<file path="config.mk">
export PLATFORM = sky130hd
export DESIGN_NAME = aqp_ebus_initiator
export DESIGN_NICKNAME = d
export VERILOG_FILES = /design/src/rtl/aqp_ebus_pkg.sv /design/src/rtl/aqp_sync2.sv /design/src/rtl/aqp_ebus_initiator.sv
export SDC_FILE = /design/constraint.sdc
export NUM_CORES = 1
export LEC_CHECK = 0
export BUFFER_PORTS_ARGS = -buffer_cell sky130_fd_sc_hd__buf_4
export CAP_MARGIN = 20
export CORE_AREA = 2 2 79 62
export CTS_CLUSTER_SIZE = 30
export DETAILED_ROUTE_END_ITERATION = 12
export DIE_AREA = 0 0 81 64
export GPL_ROUTABILITY_DRIVEN = 0
export PLACE_DENSITY = 0.84
export REMOVE_ABC_BUFFERS = 1
export SLEW_MARGIN = 20
export SYNTH_ARGS = -nofsm -noshare
export SYNTH_HDL_FRONTEND = slang
export SYNTH_SLANG_ARGS = --single-unit
</file>
<file path="constraint.sdc">
create_clock -name clk -period 2.61 [get_ports clk]
set_input_delay 0.522 -clock clk [delete_from_list [all_inputs] [get_ports clk]]
set_output_delay 0.522 -clock clk [all_outputs]
set_load 0.02 [all_outputs]
</file>
<file path="src/rtl/aqp_ebus_pkg.sv">
// Shared definitions for the external-bus initiator.
// Contents: FSM state encoding, T-state length constants and parameter defaults.
package aqp_ebus_pkg;

    typedef enum logic [2:0] {
        ST_IDLE    = 3'd0,
        ST_ACQUIRE = 3'd1,
        ST_T1      = 3'd2,
        ST_T2      = 3'd3,
        ST_TW      = 3'd4,
        ST_T3      = 3'd5,
        ST_HOLD    = 3'd6
    } ebus_state_t;

    // Base bus-cycle length in phi periods (T1, T2, T3); I/O adds wait states.
    localparam int MEM_CYCLE_PHI      = 3;
    localparam int DEF_IO_WAIT_STATES = 1;
    localparam int DEF_BUSACK_TIMEOUT = 1023;

    localparam int TO_CNT_W   = 10;
    localparam int WAIT_CNT_W = 4;

endpackage

</file>
<file path="src/rtl/aqp_sync2.sv">
// Two-flop synchroniser for an asynchronous level input.
// Ports: clk, reset (sync, active high), d (async in), q (synchronised out).
module aqp_sync2 #(
    parameter logic RESET_VAL = 1'b1
) (
    input  logic clk,
    input  logic reset,
    input  logic d,
    output logic q
);

    logic meta;

    always_ff @(posedge clk) begin
        if (reset) begin
            meta <= RESET_VAL;
            q    <= RESET_VAL;
        end else begin
            meta <= d;
            q    <= meta;
        end
    end

endmodule

</file>
<file path="src/rtl/aqp_ebus_initiator.sv">
// Z80-style external bus initiator: requests the bus with BUSREQ/BUSACK, then
// runs one memory or I/O read/write cycle per command, T-states timed on
// phi_clken. With cmd_keep the bus is held (HOLD) for the next command.
// Ports:
//   clk, reset            system clock, synchronous active-high reset
//   phi_clken             one-clk pulse per phi period
//   has_z80               0 = no external Z80, do not wait for BUSACK
//   cmd_*                 command handshake and fields (latched on accept)
//   rsp_*                 one-clk response pulse, read data, timeout flag
//   ebus_*                external bus request/ack, address, data, strobes
module aqp_ebus_initiator
    import aqp_ebus_pkg::*;
#(
    parameter int BUSACK_TIMEOUT = DEF_BUSACK_TIMEOUT,
    parameter int IO_WAIT_STATES = DEF_IO_WAIT_STATES
) (
    input  logic        clk,
    input  logic        reset,
    input  logic        phi_clken,
    input  logic        has_z80,
    input  logic        cmd_valid,
    output logic        cmd_ready,
    input  logic [15:0] cmd_addr,
    input  logic [7:0]  cmd_wrdata,
    input  logic        cmd_write,
    input  logic        cmd_io,
    input  logic        cmd_keep,
    output logic        rsp_valid,
    output logic [7:0]  rsp_rddata,
    output logic        rsp_timeout,
    output logic        ebus_busreq_n,
    input  logic        ebus_busack_n,
    output logic        ebus_en,
    output logic [15:0] ebus_a,
    input  logic [7:0]  ebus_d_in,
    output logic [7:0]  ebus_d_out,
    output logic        ebus_d_oe,
    output logic        ebus_rd_n,
    output logic        ebus_wr_n,
    output logic        ebus_mreq_n,
    output logic        ebus_iorq_n
);

    localparam logic [TO_CNT_W-1:0] TO_LIMIT = TO_CNT_W'(BUSACK_TIMEOUT);

    ebus_state_t           state, state_nxt;
    logic [15:0]           addr_q;
    logic [7:0]            wrdata_q;
    logic                  write_q, io_q, keep_q;
    logic                  pend;       // command accepted in HOLD, waiting for phi
    logic [TO_CNT_W-1:0]   to_cnt;
    logic [WAIT_CNT_W-1:0] wcnt;
    logic                  busack_s;
    logic                  accept, cyc_done, abort, wait_last, strobe_on;

    aqp_sync2 #(.RESET_VAL(1'b1)) u_busack_sync (
        .clk   (clk),
        .reset (reset),
        .d     (ebus_busack_n),
        .q     (busack_s)
    );

    assign accept    = cmd_valid && cmd_ready;
    assign wait_last = int'(wcnt) >= IO_WAIT_STATES - 1;

    // State register
    always_ff @(posedge clk) begin
        if (reset) state <= ST_IDLE;
        else       state <= state_nxt;
    end

    // Next state; cyc_done/abort mark the edges that produce a response
    always_comb begin
        state_nxt = state;
        cyc_done  = 1'b0;
        abort     = 1'b0;
        case (state)
            ST_IDLE:    if (accept) state_nxt = ST_ACQUIRE;
            ST_ACQUIRE: begin
                if (to_cnt == TO_LIMIT) begin
                    abort     = 1'b1;
                    state_nxt = ST_IDLE;
                end else if (phi_clken && (!busack_s || !has_z80)) begin
                    state_nxt = ST_T1;
                end
            end
            ST_T1:      if (phi_clken) state_nxt = ST_T2;
            ST_T2:      if (phi_clken) state_nxt = (io_q && IO_WAIT_STATES > 0) ? ST_TW : ST_T3;
            ST_TW:      if (phi_clken && wait_last) state_nxt = ST_T3;
            ST_T3: begin
                if (phi_clken) begin
                    cyc_done  = 1'b1;
                    state_nxt = keep_q ? ST_HOLD : ST_IDLE;
                end
            end
            ST_HOLD: begin
                // A new command wins over the release condition.
                if (phi_clken) begin
                    if (pend || accept)              state_nxt = ST_T1;
                    else if (!cmd_valid && !cmd_keep) state_nxt = ST_IDLE;
                end
            end
            default:    state_nxt = ST_IDLE;
        endcase
    end

    // Outputs decoded from state
    always_comb begin
        cmd_ready     = !reset && (state == ST_IDLE || (state == ST_HOLD && !pend));
        ebus_busreq_n = (state == ST_IDLE);
        ebus_en       = (state != ST_IDLE) && (state != ST_ACQUIRE);
        ebus_d_oe     = write_q && (state == ST_T1 || state == ST_T2 ||
                                    state == ST_TW || state == ST_T3);
        strobe_on     = (state == ST_T2 || state == ST_TW || state == ST_T3);
        ebus_mreq_n   = !(strobe_on && !io_q);
        ebus_iorq_n   = !(strobe_on && io_q);
        ebus_rd_n     = !(strobe_on && !write_q);
        ebus_wr_n     = !(strobe_on && write_q);
    end

    assign ebus_a     = addr_q;
    assign ebus_d_out = wrdata_q;

    // Datapath: command latch, counters, response
    always_ff @(posedge clk) begin
        if (reset) begin
            addr_q      <= '0;
            wrdata_q    <= '0;
            write_q     <= 1'b0;
            io_q        <= 1'b0;
            keep_q      <= 1'b0;
            pend        <= 1'b0;
            to_cnt      <= '0;
            wcnt        <= '0;
            rsp_valid   <= 1'b0;
            rsp_timeout <= 1'b0;
            rsp_rddata  <= 8'hFF;
        end else begin
            if (accept) begin
                addr_q   <= cmd_addr;
                wrdata_q <= cmd_wrdata;
                write_q  <= cmd_write;
                io_q     <= cmd_io;
                keep_q   <= cmd_keep;
            end
            pend <= (state == ST_HOLD) && (state_nxt == ST_HOLD) && (pend || accept);

            // Saturating BUSACK wait counter
            if (state == ST_IDLE)
                to_cnt <= '0;
            else if (state == ST_ACQUIRE && phi_clken && to_cnt != TO_LIMIT)
                to_cnt <= to_cnt + 1'b1;

            if (state == ST_T2)                 wcnt <= '0;
            else if (state == ST_TW && phi_clken) wcnt <= wcnt + 1'b1;

            rsp_valid   <= cyc_done || abort;
            rsp_timeout <= abort;
            if (abort)
                rsp_rddata <= 8'hFF;
            else if (cyc_done)
                rsp_rddata <= write_q ? 8'hFF : ebus_d_in;
        end
    end

endmodule

</file>
==> results_dict.tcl <==
set metrics [dict create \
    wl_per_cell_um 13.1 \
    yosysSeqAreaShare 0.463 \
    final.setup.tns_ps 0 \
    clkLatencyLatePin_ps 310 \
    maxSlewHeadroom 0.537 \
    crit_path_start_kind "flip-flop" \
    synth-compound-area-share 0.178 \
    end_kind "primary output" \
    whs_ps 390 \
    power_density_nw_per_um2 570 \
    ir_drop_v 0.000336 \
    numPortBuffers 82 \
    r2r_slack_ps 620 \
    post-route-util 0.698 \
    synth.area.top_cells "dfxtp_1 46%, nand2b_1 8.2%, o21ai_0 8.1%" \
    rsz0062_at_grt "no" \
    cts_made_buffers 5 \
    cts_tree "yes" \
    syn2layout_area_growth_pct 32.8 \
    grt_pass1_wl_um 9250 \
    placed_cells 398 \
    htreeDepth 2 \
    worstMarginPinSlew_ps 692 \
    num_antenna_cells 0 \
    yosysTopAreaCell "dfxtp_1" \
    place_area_um2 2920 \
    initialDrtViolationCount 141 \
    ant_nets 0 \
    drc 0 \
    hold_viol_final 0 \
    clk_path_buf_depth 2 \
    cts_hold_buf 0 \
    postRouteWirelength_um 5320 \
    synth_cells 274 \
    grt_pass1_vias 2163 \
    postCtsSetupBuffers 0 \
    synth-seq-cells 53 \
    first_pass_iters 4 \
    min_to "u_busack_sync.meta" \
    synth.avg_cell_area_um2 8.36 \
    design_area_um2 3040 \
    cts-root-buf "clkbuf_8" \
    drv_cap 0 \
    track_usage 0.225 \
    synthArstFlopShare 0 \
    rows 21 \
    synth_mux_area_frac 0.00874 \
    status "completed" \
    grt.overflow.total 0 \
    start_util 0.525 \
    leakage_nw 1.24 \
    die_w_um 81 \
    core-area_um2 4360 \
    drv_slew 0 \
    finalCritPeriodShare 0.871 \
    regArea_um2 1060 \
    fin_nets 390 \
    num_vias 2131 \
    clkSinkCount 53 \
    fin_crit_ps 2270 \
    detail_route.vias_per_cell 5.25 \
    worst_slack_ps 338 \
    hpwlAfterDp_um 3840 \
    grt_max_degree 55 \
    die_h_um 64 \
    skew_ps 6.29 \
    startpoint "state[0]" \
    synth_xor_area_frac 0.0115 \
    synthAdderAreaFrac 0.00546 \
    worstHoldPathType "input pin to flip-flop" \
    ys_types 39 \
    layout-drive-gt1-share 0.289 \
    min-delay-start "ebus_busack_n" \
    final_cells 406 \
    total_power_mw 1.74 \
    synth_top_family_by_area "simple AND/OR/NAND/NOR gates" \
    timing.fmax_mhz 440 \
    ys_warn_count 0 \
    multiInputGateArea_um2 1150 \
    synth.most_common_cell "dfxtp_1" \
    yosys_most_used_dff "dfxtp_1" \
    io_pins 83 \
    reg2reg_from "state[1]" \
    nFillCells 369 \
    hold-path-cell-count 2 \
    path_class "flip-flop to primary output" \
    required_ps 2090 \
    r2r-end "ebus_a[0]" \
    clk_pin_slew_ps 100 \
    rr_worst_depth 4 \
    synthSimpleGateAreaFrac 0.299 \
    pre_cts_ws_ps 676 \
    synth_top_area_share 0.463 \
    setup_viol_count_final 0 \
    dieArea_um2 5180 \
    cp_max_fo 14 \
    cts_resized 0 \
    synth_edf_count 0 \
    antenna_found_initial 0 \
    synthTopCellsByCount "53 x dfxtp_1, 39 x nand2_1, 37 x o21ai_0" \
    syn_area_um2 2290 \
    worstPathArrival_ps 1750 \
]
==> final cells by class <==
class                      instances  area share
clock buffer                       6      0.0271
clock inverter                     2      0.0123
inverter                           2     0.00247
multi-input combinational        202       0.379
sequential                        53       0.349
tap                               57      0.0234
timing repair buffer              84       0.207
==> cell families after synthesis <==
logic type / after synthesis
compound gates: 68
xor+xnor: 3
fa+ha+maj: 1
buf+inv: 19
flops: 53
mux: 2
simple gates: 128
==> flip-flops by register name, indices dropped and copies added, names as in the netlist, 3 cells and up <==
signal,cells
to_cnt,10
rsp_rddata,8
ebus_d_out,8
state,3
ebus_a,16
==> power breakdown <==
part / switching (mW) / total (mW) / internal, mW
Sequential: 0.0357 / 0.887 / 0.852
Clock: 0.269 / 0.581 / 0.312
Combinational: 0.138 / 0.268 / 0.130
==> worst max-delay path by stage <==
stage / endpoint / slack (ps) / cells after the start
finish: ebus_mreq_n / 340 / 4
floorplan: ebus_a[0] / 70 / 3
detailed placement: ebus_a[0] / 680 / 4
global placement: ebus_a[13] / 720 / 4
global route: ebus_rd_n / 190 / 4
CTS: ebus_mreq_n / 330 / 4
==> worst max-delay path, stage by stage (launching register included) <==
cell and delay, ps:
dfxtp_1 640, nand2_1 130, o21ai_0 390, nand2b_1 110, buf_4 170
==> placed cells by master (no fill, tap or decap), types with 2 or more instances in the layout <==
cell / count
nor2_1: 14
nor2b_1: 2
a211oi_1: 2
xor2_1: 3
nand2_1: 39
nor3_1: 11
a2bb2oi_1: 2
mux2i_1: 2
nand4_1: 2
inv_1: 2
o31ai_1: 5
o21ai_1: 4
a21oi_1: 11
clkbuf_8: 6
or3_1: 4
nand2b_1: 30
or4_1: 3
or2_2: 5
buf_4: 84
o21ai_0: 37
nor3b_1: 3
nand3b_1: 2
nand3_1: 7
dfxtp_1: 53
==> metal layers <==
metal / track usage / share of wire / vias to the layer above
met1: 0.293 / 0.48 / 977
met2: 0.369 / 0.46 / 52
met5: 0 / 0 / -
li1: - / - / 1095
met3: 0.0551 / 0.050 / 7
met4: 0.0657 / 0.0092 / 0
Power figures use the tool's default switching activity.
